===== src/rtl/pipe_stage_reg.sv =====
// pipe_stage_reg -- configurable inter-stage pipeline register (D/E, E/M, M/W)
//
// Captures an instruction's PC, write-back control, destination GPR, Tnew
// hazard counter, an opaque control bundle and DATA_N data lanes. It supports
// stall (hold), flush (bubble) and an optional saturating Tnew countdown. It
// also presents a registered forwarding-ready view to the hazard unit.
//
// Per-edge priority: reset > flush > stall > load. Reset is synchronous and
// active-high.
//
// Ports:
//   clk, reset          clock, synchronous active-high reset
//   stall, flush        hold state / load a bubble this edge
//   valid_in            upstream slot holds a real instruction
//   pc_in, reg_write_in, reg_dst_in, tnew_in, ctrl_in, data_in
//                       upstream fields; lane k at data_in[k*DATA_W +: DATA_W]
//   valid_out, pc_out, reg_write_out, reg_dst_out, tnew_out, ctrl_out, data_out
//                       registered fields
//   fwd_ready           valid & writes a non-zero GPR & result already available
//
// Optional feature (macro PIPE_PERF_CNT_EN):
//   perf_stall_cnt      saturating count of stalled (non-flushed) edges
//   perf_bubble_cnt     saturating count of edges that load a bubble
module pipe_stage_reg #(
    parameter int unsigned DATA_W   = 32,
    parameter int unsigned DATA_N   = 2,
    parameter int unsigned CTRL_W   = 4,
    parameter int unsigned TNEW_W   = 2,
    parameter int unsigned TNEW_DEC = 1,
    parameter logic [31:0] PC_RESET = 32'h0000_3000
) (
    input  logic                     clk,
    input  logic                     reset,
    input  logic                     stall,
    input  logic                     flush,
    input  logic                     valid_in,
    input  logic [31:0]              pc_in,
    input  logic                     reg_write_in,
    input  logic [4:0]               reg_dst_in,
    input  logic [TNEW_W-1:0]        tnew_in,
    input  logic [CTRL_W-1:0]        ctrl_in,
    input  logic [DATA_N*DATA_W-1:0] data_in,
    output logic                     valid_out,
    output logic [31:0]              pc_out,
    output logic                     reg_write_out,
    output logic [4:0]               reg_dst_out,
    output logic [TNEW_W-1:0]        tnew_out,
    output logic [CTRL_W-1:0]        ctrl_out,
    output logic [DATA_N*DATA_W-1:0] data_out,
`ifdef PIPE_PERF_CNT_EN
    output logic [15:0]              perf_stall_cnt,
    output logic [15:0]              perf_bubble_cnt,
`endif
    output logic                     fwd_ready
);

    logic [TNEW_W-1:0] tnew_next;

    // Saturating decrement: an already-available result stays at 0.
    generate
        if (TNEW_DEC != 0) begin : g_tnew_dec
            always_comb begin
                tnew_next = '0;
                if (tnew_in != '0)
                    tnew_next = tnew_in - TNEW_W'(1);
            end
        end else begin : g_tnew_pass
            always_comb begin
                tnew_next = tnew_in;
            end
        end
    endgenerate

    always_ff @(posedge clk) begin
        if (reset) begin
            valid_out     <= 1'b0;
            pc_out        <= PC_RESET;
            reg_write_out <= 1'b0;
            reg_dst_out   <= '0;
            tnew_out      <= '0;
            ctrl_out      <= '0;
            data_out      <= '0;
        end else if (flush || (!stall && !valid_in)) begin
            // Bubble keeps the incoming PC for exception reporting.
            valid_out     <= 1'b0;
            pc_out        <= pc_in;
            reg_write_out <= 1'b0;
            reg_dst_out   <= '0;
            tnew_out      <= '0;
            ctrl_out      <= '0;
            data_out      <= '0;
        end else if (!stall) begin
            valid_out     <= 1'b1;
            pc_out        <= pc_in;
            // Writes to $0 are never advertised.
            reg_write_out <= reg_write_in && (reg_dst_in != 5'd0);
            reg_dst_out   <= reg_dst_in;
            tnew_out      <= tnew_next;
            ctrl_out      <= ctrl_in;
            data_out      <= data_in;
        end
    end

    assign fwd_ready = valid_out && reg_write_out && (reg_dst_out != 5'd0)
                       && (tnew_out == '0);

`ifdef PIPE_PERF_CNT_EN
    logic stall_evt;
    logic bubble_evt;

    assign stall_evt  = stall && !flush;
    assign bubble_evt = flush || (!stall && !valid_in);

    always_ff @(posedge clk) begin
        if (reset) begin
            perf_stall_cnt  <= '0;
            perf_bubble_cnt <= '0;
        end else begin
            if (stall_evt && (perf_stall_cnt != 16'hFFFF))
                perf_stall_cnt <= perf_stall_cnt + 16'd1;
            if (bubble_evt && (perf_bubble_cnt != 16'hFFFF))
                perf_bubble_cnt <= perf_bubble_cnt + 16'd1;
        end
    end
`endif

endmodule


===== config.mk =====
export PLATFORM = sky130hd
export DESIGN_NAME = pipe_stage_reg
export DESIGN_NICKNAME = d
export VERILOG_FILES = /design/src/rtl/pipe_stage_reg.sv
export SDC_FILE = /design/constraint.sdc
export NUM_CORES = 1
export LEC_CHECK = 0
export CAP_MARGIN = 15
export CORE_ASPECT_RATIO = 1.5
export CORE_UTILIZATION = 31
export DETAILED_ROUTE_END_ITERATION = 10
export DONT_BUFFER_PORTS = 1
export PLACE_DENSITY = 0.57
export SKIP_CTS_REPAIR_TIMING = 1
export SYNTH_ARGS = -nofsm -noshare
export SYNTH_HDL_FRONTEND = slang
export SYNTH_SLANG_ARGS = --single-unit

===== constraint.sdc =====
create_clock -name clk -period 1 [get_ports clk]
set_input_delay 0.2 -clock clk [delete_from_list [all_inputs] [get_ports clk]]
set_output_delay 0.2 -clock clk [all_outputs]
set_load 0.01 [all_outputs]

==> metrics.md <==
| Metric | Value |
|---|---|
| Post-synth EDFFs | `0` |
| CTS sink cnt | `109` |
| Final #Nets | `523` |
| Synth Register Bits | `109` |
| Clock Latency Late Sink | `0.34 ns` |
| Min-Delay Endpoint | `pc_out[20]$_SDFFE_PP0P_` |
| Buf/Inv on CP | `0` |
| Worst Hold Class | `in2reg` |
| Total iterations of the first detailed-routing run | `4` |
| GRT overflow | `0` |
| Critical Path Source Type | `flip-flop` |
| Final WS setup | `-0.597 ns` |
| Register area share after synthesis | `0.561` |
| Fin crit period | `1.60 ns` |
| Crit path max-delay family | `simple AND/OR/NAND/NOR gates` |
| Via/cell ratio | `4.75` |
| Antenna Nets Post-Route | `0` |
| Synth top area cells | `dfxtp_1 56%, mux2i_1 19%, nor2_1 7.3%` |
| Layout Utilization | `0.376` |
| Total power | `0.00860 W` |
| FF-to-FF path depth | `3` |
| Syn_area_per_cell | `9.74 um^2` |
| Worst endpoint data arrival time | `1.40 ns` |
| Most common cell in the synthesized netlist | `dfxtp_1` |
| Worst path cell trace | `or4_4 -> nor2_4 -> nor4_2` |
| CTS tree | `built` |
| Top_reg_cell synth | `dfxtp_1` |
| Core box area | `12100 um^2` |
| Violated checks | `negative hold slack, negative setup slack` |
| Pins Over Slew Limit | `0` |
| Crit Reg-Reg Startpoint | `reg_dst_out[1]$_SDFFE_PP0N_` |
| Bufs on Longest Clock Path | `2` |
| Power per Cell Area | `1900 nW/um^2` |
| Largest stage delay, worst path | `0.56 ns` |
| Worst path required time | `0.80 ns` |
| Final hold vios | `33` |
| Buffers on Ports | `0` |
| Number of global-route vias before repair | `2642` |
| Worst hold slack | `-0.0770 ns` |
| DR iter-0 viols | `47` |
| GRT Util Overall | `0.126` |
| Antenna diodes | `0` |
| Num CTS Buffers | `9` |
| Crit Path Category | `reg2out` |
| Post-synth cell types | `18` |
| Syn-to-layout area delta | `16.7%` |
| Remaining DRCs | `0` |
| F_max | `626 MHz` |
| Crit end category | `primary output` |
| Aggregate routed wire length | `8560 um` |
| Die height | `139 um` |
| Synth area leader | `dfxtp_1` |
| Hold_sp | `reset` |
| Initial antenna violation count | `0` |
| Worst-path clk slew | `0.07 ns` |
| Crit Path Max Fanout | `2` |
| Root buf cell | `clkbuf_16` |
| Top post-synthesis cells by count | `109 x dfxtp_1, 76 x nor2_1, 73 x mux2i_1, 67 x nand2_1, 34 x a21oi_1` |
| Vias post-DR | `2697` |
| Clk_skew | `0 ns` |
| First-pass GRT wire length | `12700 um` |
| Syn_nets | `512` |
| VDD IR max | `672 uV` |
| Layout cells sized above 1 | `0.108` |
| Ports | `223` |
| Min-Delay Path Depth | `1` |
| Routability congestion estimate | `0.706` |
| Total die area | `13000 um^2` |
| Mapped Cells | `399` |
| Rows | `49` |
| Pin count of the biggest net entering global routing | `84` |
| Syn Std Cell Area | `3890 um^2` |
| Leak | `1.90 nW` |
| Die W | `93.4 um` |
| RSZ-0062 raised after global routing | `yes` |
| Flop2flop setup slack | `0.19 ns` |
| Worst path slowest cell | `or4_4` |
| Endpoints failing setup | `2` |
| Worst relative slew slack | `0.735` |
| Status | `complete, but fails checks` |
| H-tree Lvls | `3` |
| Synth warnings | `0` |
| Reg2reg end | `reg_dst_out[1]$_SDFFE_PP0N_` |
| Worst-Margin Slew | `0.394 ns` |
| Levels on crit path | `3` |
| Detail Placement HPWL | `6100 um` |
| Async set or reset register ratio after synthesis | `0` |
| Top cell type's share of synthesized area | `0.561` |
| MaxCap Viol Count | `0` |
| WL per Instance | `15.1 um` |
| Final Cycle Share | `1.60` |
| Initial Util | `0.322` |
state kept, by name (all words and copies together) (netlist names):
name	cells
ctrl_out	4
valid_out	1
reg_dst_out	5
data_out	64
reg_write_out	1
pc_out	32
tnew_out	2
where the power goes:
group / total [W] / switching, W / internal, W
clock network: 0.00338 / 0.00165 / 0.00173
registers: 0.00469 / 0.000185 / 0.00451
logic: 0.000529 / 0.000233 / 0.000296
cells in the final DEF, fill, tap and decap left out, types with 2 or more instances in the layout:
| cell type | count |
|---|---|
| dfxtp_1 | 99 |
| nor2_1 | 75 |
| mux2i_1 | 73 |
| nand2_1 | 67 |
| a21oi_1 | 34 |
| dlygate4sd3_1 | 13 |
| dfxtp_2 | 10 |
| clkbuf_16 | 9 |
| buf_6 | 8 |
| buf_12 | 4 |
| nand3b_1 | 3 |
| clkinv_2 | 2 |
| inv_8 | 2 |
| buf_4 | 2 |
layout make-up:
cell class	count	area (um^2)
clock buffers	9	225
clock inverters	7	57.6
fillers	1213	7540
inverters	1	3.75
multi-input cells	262	1550
flip-flops and latches	109	2190
well taps	153	191
repair buffers	27	315
logic make-up (layout without fill, tap and decap cells):
logic type	after synthesis	after routing	synth area share
DFF	109	109	0.561
muxes	73	73	0.188
buffers and inverters	28	44	0.0470
AOI/OAI and AO/OA	36	36	0.0473
and+or+nand+nor	153	153	0.156
per-stage QoR:
| stage | area [um^2] | setup TNS [ns] | worst slack [ns] | instances | hold WS, ns |
|---|---|---|---|---|---|
| 2_1_floorplan | 3890 | -0.199 | -0.198 | 399 | 0.306 |
| 3_3_place_gp | 4060 | -0.442 | -0.304 | 539 | 0.273 |
| 3_5_place_dp | 4060 | -0.480 | -0.323 | 539 | 0.275 |
| 4_1_cts | 4350 | -0.927 | -0.708 | 555 | -0.0944 |
| 5_1_grt | 4540 | -0.911 | -0.659 | 568 | -0.105 |
| 6_report | 4540 | -0.613 | -0.597 | 568 | -0.0770 |
worst reg2reg max path, cell delays in order, from the launching register on:
cell     delay, ns
dfxtp_2       0.33
buf_6         0.12
mux2i_1       0.20
nor2_1        0.06
worst max-delay path by stage:
stage / startpoint / endpoint / slack [ns]
after floorplan: reg_dst_out[0]$_SDFFE_PP0N_ / fwd_ready / -0.20
after global placement: reg_dst_out[0]$_SDFFE_PP0N_ / fwd_ready / -0.30
after detailed placement: reg_dst_out[0]$_SDFFE_PP0N_ / fwd_ready / -0.32
after CTS: reg_dst_out[0]$_SDFFE_PP0N_ / fwd_ready / -0.71
after global routing: reg_dst_out[2]$_SDFFE_PP0N_ / fwd_ready / -0.66
final: reg_dst_out[2]$_SDFFE_PP0N_ / fwd_ready / -0.60
metal layers:
layer,vias to the layer above,track usage,share of wire,wire [um]
met1,1205,0.119,0.36,3050
met2,161,0.231,0.51,4400
met3,9,0.0570,0.12,986
met5,-,0,0,0
li1,1322,-,-,-
met4,0,0.0551,0.015,131
Note: power is estimated with default switching activity, not from simulation.
